$ cat src/rtl/mips_mc_controller.sv
// mips_mc_controller: multicycle control FSM for the MIPS core.
// Sequences shared memory, IR, register file, ALU and PC over 3-5 cycles per
// instruction (R-type, lw, sw, beq, addi, j), with a mem_ready handshake in
// every memory-access state.
//
// Optional feature macro: MIPS_BNE_EN -- when defined, opcode 000101 (bne) is
// decoded to the BNE state; otherwise it is treated as an illegal opcode.
//
// Ports:
//   clk, rst_n           clock (rising edge), async active-low reset
//   Opcode[5:0]          instr[31:26] from the instruction register
//   Zero                 ALU zero flag (combinational)
//   mem_ready            memory completes the current access this cycle
//   IorD, MemWrite, IRWrite, RegDst, MemtoReg, RegWrite, ALUSrcA,
//   ALUSrcB[1:0], ALUOp[1:0], PCSrc[1:0], PCEn   datapath controls (Moore,
//                        except FETCH/BRANCH/BNE enables follow mem_ready/Zero)
//   illegal_op           unsupported opcode seen in DECODE
//   state[3:0]           current state, for debug
module mips_mc_controller (
    input  logic       clk,
    input  logic       rst_n,
    input  logic [5:0] Opcode,
    input  logic       Zero,
    input  logic       mem_ready,
    output logic       IorD,
    output logic       MemWrite,
    output logic       IRWrite,
    output logic       RegDst,
    output logic       MemtoReg,
    output logic       RegWrite,
    output logic       ALUSrcA,
    output logic [1:0] ALUSrcB,
    output logic [1:0] ALUOp,
    output logic [1:0] PCSrc,
    output logic       PCEn,
    output logic       illegal_op,
    output logic [3:0] state
);

    localparam int unsigned OP_W  = 6;
    localparam int unsigned SEL_W = 2;
    localparam int unsigned ST_W  = 4;

    localparam logic [OP_W-1:0] OP_RTYPE = 6'b000000;
    localparam logic [OP_W-1:0] OP_LW    = 6'b100011;
    localparam logic [OP_W-1:0] OP_SW    = 6'b101011;
    localparam logic [OP_W-1:0] OP_BEQ   = 6'b000100;
    localparam logic [OP_W-1:0] OP_ADDI  = 6'b001000;
    localparam logic [OP_W-1:0] OP_J     = 6'b000010;
`ifdef MIPS_BNE_EN
    localparam logic [OP_W-1:0] OP_BNE   = 6'b000101;
`endif

    localparam logic [SEL_W-1:0] SRCB_B     = 2'b00;
    localparam logic [SEL_W-1:0] SRCB_4     = 2'b01;
    localparam logic [SEL_W-1:0] SRCB_IMM   = 2'b10;
    localparam logic [SEL_W-1:0] SRCB_IMMSH = 2'b11;
    localparam logic [SEL_W-1:0] ALUOP_ADD  = 2'b00;
    localparam logic [SEL_W-1:0] ALUOP_SUB  = 2'b01;
    localparam logic [SEL_W-1:0] ALUOP_FUNC = 2'b10;
    localparam logic [SEL_W-1:0] PCSRC_RES  = 2'b00;
    localparam logic [SEL_W-1:0] PCSRC_OUT  = 2'b01;
    localparam logic [SEL_W-1:0] PCSRC_JMP  = 2'b10;

    typedef enum logic [ST_W-1:0] {
        S_FETCH    = 4'd0,
        S_DECODE   = 4'd1,
        S_MEMADR   = 4'd2,
        S_MEMREAD  = 4'd3,
        S_MEMWB    = 4'd4,
        S_MEMWRITE = 4'd5,
        S_EXECUTE  = 4'd6,
        S_ALUWB    = 4'd7,
        S_BRANCH   = 4'd8,
        S_ADDIEX   = 4'd9,
        S_ADDIWB   = 4'd10,
        S_JUMP     = 4'd11,
        S_BNE      = 4'd12
    } state_e;

    state_e state_q;
    state_e state_d;
    logic   illegal_c;

    // State register
    always_ff @(posedge clk or negedge rst_n) begin
        if (!rst_n) begin
            state_q <= S_FETCH;
        end else begin
            state_q <= state_d;
        end
    end

    // Opcode classification used by DECODE dispatch
    always_comb begin
        illegal_c = 1'b0;
        case (Opcode)
            OP_RTYPE, OP_LW, OP_SW, OP_BEQ, OP_ADDI, OP_J: illegal_c = 1'b0;
`ifdef MIPS_BNE_EN
            OP_BNE:                                        illegal_c = 1'b0;
`endif
            default:                                       illegal_c = 1'b1;
        endcase
    end

    // Next-state logic; unused codes (and BNE when disabled) fall back to FETCH
    always_comb begin
        state_d = S_FETCH;
        case (state_q)
            S_FETCH:    state_d = mem_ready ? S_DECODE : S_FETCH;
            S_DECODE: begin
                case (Opcode)
                    OP_RTYPE:     state_d = S_EXECUTE;
                    OP_LW, OP_SW: state_d = S_MEMADR;
                    OP_BEQ:       state_d = S_BRANCH;
                    OP_ADDI:      state_d = S_ADDIEX;
                    OP_J:         state_d = S_JUMP;
`ifdef MIPS_BNE_EN
                    OP_BNE:       state_d = S_BNE;
`endif
                    default:      state_d = S_FETCH;
                endcase
            end
            S_MEMADR:   state_d = (Opcode == OP_SW) ? S_MEMWRITE : S_MEMREAD;
            S_MEMREAD:  state_d = mem_ready ? S_MEMWB : S_MEMREAD;
            S_MEMWRITE: state_d = mem_ready ? S_FETCH : S_MEMWRITE;
            S_EXECUTE:  state_d = S_ALUWB;
            S_ADDIEX:   state_d = S_ADDIWB;
            default:    state_d = S_FETCH;
        endcase
    end

    // Output decode; write enables are masked while reset is held
    always_comb begin
        IorD       = 1'b0;
        MemWrite   = 1'b0;
        IRWrite    = 1'b0;
        RegDst     = 1'b0;
        MemtoReg   = 1'b0;
        RegWrite   = 1'b0;
        ALUSrcA    = 1'b0;
        ALUSrcB    = SRCB_B;
        ALUOp      = ALUOP_ADD;
        PCSrc      = PCSRC_RES;
        PCEn       = 1'b0;
        illegal_op = 1'b0;
        case (state_q)
            S_FETCH: begin
                ALUSrcB = SRCB_4;
                IRWrite = mem_ready;
                PCEn    = mem_ready;
            end
            S_DECODE: begin
                ALUSrcB    = SRCB_IMMSH;
                illegal_op = illegal_c;
            end
            S_MEMADR, S_ADDIEX: begin
                ALUSrcA = 1'b1;
                ALUSrcB = SRCB_IMM;
            end
            S_MEMREAD:  IorD = 1'b1;
            S_MEMWB: begin
                MemtoReg = 1'b1;
                RegWrite = 1'b1;
            end
            S_MEMWRITE: begin
                IorD     = 1'b1;
                MemWrite = 1'b1;
            end
            S_EXECUTE: begin
                ALUSrcA = 1'b1;
                ALUOp   = ALUOP_FUNC;
            end
            S_ALUWB: begin
                RegDst   = 1'b1;
                RegWrite = 1'b1;
            end
            S_ADDIWB:   RegWrite = 1'b1;
            S_BRANCH: begin
                ALUSrcA = 1'b1;
                ALUOp   = ALUOP_SUB;
                PCSrc   = PCSRC_OUT;
                PCEn    = Zero;
            end
`ifdef MIPS_BNE_EN
            S_BNE: begin
                ALUSrcA = 1'b1;
                ALUOp   = ALUOP_SUB;
                PCSrc   = PCSRC_OUT;
                PCEn    = ~Zero;
            end
`endif
            S_JUMP: begin
                PCSrc = PCSRC_JMP;
                PCEn  = 1'b1;
            end
            default: ;
        endcase
        if (!rst_n) begin
            IRWrite    = 1'b0;
            PCEn       = 1'b0;
            MemWrite   = 1'b0;
            RegWrite   = 1'b0;
            illegal_op = 1'b0;
        end
    end

    assign state = ST_W'(state_q);

endmodule

$ cat config.mk
export PLATFORM = sky130hd
export DESIGN_NAME = mips_mc_controller
export DESIGN_NICKNAME = d
export VERILOG_FILES = /design/src/rtl/mips_mc_controller.sv
export SDC_FILE = /design/constraint.sdc
export NUM_CORES = 1
export LEC_CHECK = 0
export BUFFER_PORTS_ARGS = -buffer_cell sky130_fd_sc_hd__buf_2
export CORE_UTILIZATION = 44
export CTS_CLUSTER_DIAMETER = 120
export CTS_CLUSTER_SIZE = 14
export DETAILED_ROUTE_END_ITERATION = 16
export PLACE_DENSITY_LB_ADDON = 0.1
export SKIP_LAST_GASP = 1
export SLEW_MARGIN = 15
export SYNTH_ARGS = -nofsm -noshare
export SYNTH_HDL_FRONTEND = slang
export SYNTH_SLANG_ARGS = --single-unit
$ cat constraint.sdc
create_clock -name clk -period 1.4 [get_ports clk]
set_input_delay 0 -clock clk [delete_from_list [all_inputs] [get_ports clk]]
set_output_delay 0 -clock clk [all_outputs]
set_load 0.01 [all_outputs]
-- Word level (Yosys, flattened, before mapping)
Index checks and enable logic that the tools add are counted.
- register bits after elaboration: 4
- latch bits: 0
- RAM bits: 0
- ROM bits: 0
- output and inout bits: 19
- word-level logic and storage cells: 49
- memories: 0
- add/subtract/negate cells: 0
- $mul: 0
- divide/modulo/power cells: 0
- magnitude comparators: 0
- equality and inequality tests: 16
- shift operators: 0
- multiplexer cells: 24
- bitwise logic cells: 0
- reduce and logical (&&, ||, !) cells: 8
- operator list (operator ; number):
    one-hot mux 4 bit (7 select lines) ; 1
    one-hot mux 4 bit (5 select lines) ; 1
    equality test 4 x 3 -> 1 bit, second input constant ; 4
    equality test 4 bit, second input constant ; 4
    two-way mux 1 bit ; 15
    equality test 6 bit, second input constant ; 2
    two-way mux 3 bit ; 3
    equality test 4 x 2 -> 1 bit, second input constant ; 2
    one-hot mux 2 bit (2 select lines) ; 2
    equality test 6 x 2 -> 1 bit, second input constant ; 1
    equality test 6 x 3 -> 1 bit, second input constant ; 1
    equality test 6 x 4 -> 1 bit, second input constant ; 1
    logical NOT 6 bit ; 1
    one-hot mux 2 bit (3 select lines) ; 1
    OR reduction 2 bit ; 3
    OR reduction 6 bit ; 1
    equality test 4 x 1 -> 1 bit, second input constant ; 1
    logical NOT 4 bit ; 1
    OR reduction 4 bit ; 1
    one-hot mux 1 bit (3 select lines) ; 1
    OR reduction 3 bit ; 1

-- Depth between registers and ports, before layout
- depth after elaboration: 5
- gate-level depth with buffers: 4
- mapped depth without buffers: 3

-- Worst setup path after synthesis
Ideal clock, no wire load.
- path kind: reg-to-reg
- start: register state_q[2], in the netlist state[2]
- end: register state_q[1], in the netlist state[1]
- library setup time: 90 ps
- arrival time: 1079 ps
- data required time: 1310 ps
- slack: 232 ps
- stages on the path, launching flop included: 4
- path buffers: 0
- period minus slack after synthesis: 1168 ps
- cell sequence: dfrtp_1 > or2_0 > a311o_1 > o2111ai_1
- word-level cells in the longest chain between the ends: 2
- elaborated cells between the ends (all ways): 8
- RTL lines (what ; line ; text):
    from (decl) ; 81 ; state_e state_q;
    from (signal assigned) ; 90 ; state_q <= state_d;
    equality test 4 bit, or another cell as far along ; 109 ; case (state_q)
    one-hot mux 4 bit (7 select lines) * ; 109 ;
    via state_d[1] ; 82 ; state_e state_d;
The timed path passes the listed nets; every way through them passes the cells marked *.

-- Final worst setup path
- start: register state_q[1], in the netlist state[1]
- end: output illegal_op
- word-level cells in the longest chain between the ends: 3
- RTL lines (what ; line ; text):
    equality test 4 x 1 -> 1 bit ; 147 ; case (state_q)
    two-way mux 1 bit ; 147 ;
    two-way mux 1 bit ; 199 ; if (!rst_n) begin
    to (decl) ; 36 ; output logic illegal_op,
No other way between the ends.

==> results.cfg <==
[floorplan]
initial_core_util_pct = 50.0
rows = 12
die_x_um = 38.2
core_area_um2 = 1160
die_y_um = 38.2
io_pins = 29
dieArea_um2 = 1460

[logic_synthesis]
synth_area_um2 = 578
synth_fa_ha_area_share_pct = 0
syn_avg_cell_area_um2 = 7.61
ys_seq_area_share_pct = 17.3
syn_nets = 86
ys_warn_count = 0
syn_inst = 76
synthMuxAreaShare_pct = 1.95
synth-xor-area-share_pct = 4.55
synth_top_family_by_area = simple AND/OR/NAND/NOR gates
synth_simple_gate_area_share_pct = 45.5
synth_compound_area_share_pct = 21.6
ys_ff_latch = 4
synth_cell_types = 40

[run]
maxCapViolCount = 0

[setup_path]
cp-end-kind = output port
cp.required_ps = 1400
path_class = flop to output port
cp-start-kind = flop
crit_fanout = 8
reg2reg_slack_ps = 10
arrival_ps = 1430

[grt]
grt_max_degree = 11
first_global_vias = 600
grt_pass1_wl_um = 2650
grt_overflow = 0
track_usage_pct = 26.8
antenna_found_initial = 0

[timing]
slew_headroom_pct = 74.9
finClkSkew_ps = 0.381
rsz0062_at_grt = yes
finalHoldViolations = 0
max_freq_mhz = 697
worst_pin_slew_ps = 375
slew_viol_final = 0
final-setup-viol-count = 1
tns_ps = -34.4
fin_crit_ps = 1430
fin_crit_sh_pct = 102
setup_ws_ps = -34.4

[layout]
largest_reg_flops = 4
diodes = 0
mostFrequentLayoutCell = buf_2
final_cells = 133
regArea_um2 = 104
multi_input_area_um2 = 462
stdcell_area_um2 = 896
layout-drive-gt1-share_pct = 53.8
area_growth_pct = 55.0
fill_cells = 90
nNetsFinal = 131
mostFrequentLayoutCells = buf_2 (28), buf_4 (15), nor2_1 (5)
final_util_pct = 77.5

[power]
ir_drop_mv = 0.726
power_mw = 1.23
leakage_nw = 0.446
power.density_nw_per_um2 = 1370

[clock_network]
clkSlewWorstSetupHoldPaths_ps = 40
cts_tree = yes
cts_root_buf = clkbuf_4
clock_latency_ps = 240
cts.sinks = 4
cts_htree_levels = 1
cts_buffer_depth = 2
cts_buffers = 3

[detailed_routing]
drtIter0Drc = 20
wl_um = 2150
vias = 794
wire_per_inst_um = 16.2
drc = 0
ant_nets = 0
drt_pre_antenna_iters = 4
viasPerCell = 5.97

[worst_hold_path]
hp-class = input pin to flop

[placed_design]
dp_hpwl_um = 1170
port_buffers = 28
placedCellCount = 117
placed_cell_area_um2 = 732
gp_congestion = 0.900

[run_status]
violations = negative setup slack
status = complete, but fails checks
## final cells by class
class / count / area share, %
Clock buffer: 3 / 2.51
Inverter: 3 / 1.26
Multi-Input combinational cell: 63 / 51.5
Sequential cell: 4 / 11.6
Tap cell: 14 / 1.96
Timing Repair Buffer: 46 / 31.1
## layer usage
| layer | track usage, % | vias to the layer above | share of wire (%) |
|---|---|---|---|
| li1 | - | 377 | - |
| met2 | 46.6 | 48 | 51 |
| met4 | 15.2 | 0 | 1.2 |
| met3 | 2.33 | 4 | 6.4 |
| met1 | 31.8 | 365 | 41 |
| met5 | 0 | - | 0 |
## cell families after synthesis
logic type / count (synthesis)
buffers and inverters: 9
xor gates and xnor gates: 3
AOI/OAI and AO/OA: 18
and+or+nand+nor: 41
DFF: 4
muxes: 1
## per-stage QoR
| stage | hold slack (ps) | worst slack (ps) |
|---|---|---|
| 2_1_floorplan | -296 | 232 |
| 3_3_place_gp | -168 | 51.8 |
| 3_5_place_dp | -169 | 22.2 |
| 4_1_cts | 96.1 | -0.962 |
| 5_1_grt | 130 | -74.4 |
| 6_report | 108 | -34.4 |
## power breakdown
part           switching (mW)  internal, mW  leakage, nW
clock                  0.0512        0.0961       0.0138
combinational           0.450         0.423        0.383
sequential             0.0554         0.151       0.0493
total                   0.557         0.670        0.446
## path summary, 6_finish.rpt
path	from	cells after the start	to
hold reg to reg	state[2]	2	state[3]
max in group asynchronous	rst_n	2	state[2]
setup / recovery	state[1]	4	illegal_op
min in group asynchronous	rst_n	2	state[3]
setup reg to reg	state[0]	5	state[1]
hold / removal	Opcode[5]	3	state[0]
## cell usage after synthesis, drive strengths merged
library cell / number / area share (%)
a211oi: 3 / 3.9
a21boi: 1 / 1.3
a21oi: 1 / 0.86
a2bb2oi: 1 / 1.5
a311o: 1 / 1.7
and2b: 2 / 2.6
and3: 4 / 4.3
and3b: 1 / 1.5
and4: 1 / 1.5
and4b: 1 / 1.7
and4bb: 1 / 2.2
buf: 6 / 7.1
dfrtp: 4 / 17
inv: 3 / 1.9
mux2: 1 / 1.9
nand2: 3 / 1.9
nand2b: 2 / 2.2
nand3: 2 / 1.7
nand4: 2 / 2.2
nor2: 7 / 5.0
nor2b: 1 / 1.1
nor3: 5 / 4.3
nor3b: 4 / 6.1
nor4: 1 / 1.1
nor4b: 1 / 2.6
o2111ai: 2 / 3.0
o211ai: 3 / 3.9
o21ai: 5 / 4.3
o22ai: 1 / 1.1
or2: 1 / 1.1
or2b: 1 / 1.3
or3: 1 / 1.1
xnor2: 2 / 3.0
xor2: 1 / 1.5
## worst max-delay path, stage by stage, from the launching register on
cell and delay (ps):
dfrtp_2 450, and2b_2 270, and3_1 180, and3_1 160
buf_2 130
## what timing repair did
item / in CTS / in global routing
setup buffers: 7 / 5
hold endpoints to repair: 4 / 0
hold buffers: 1 / 0
endpoints found under the setup margin: 9 / 6
pin swaps: 0 / 1
gates resized for setup: 4 / 9
Power figures use the tool's default switching activity.
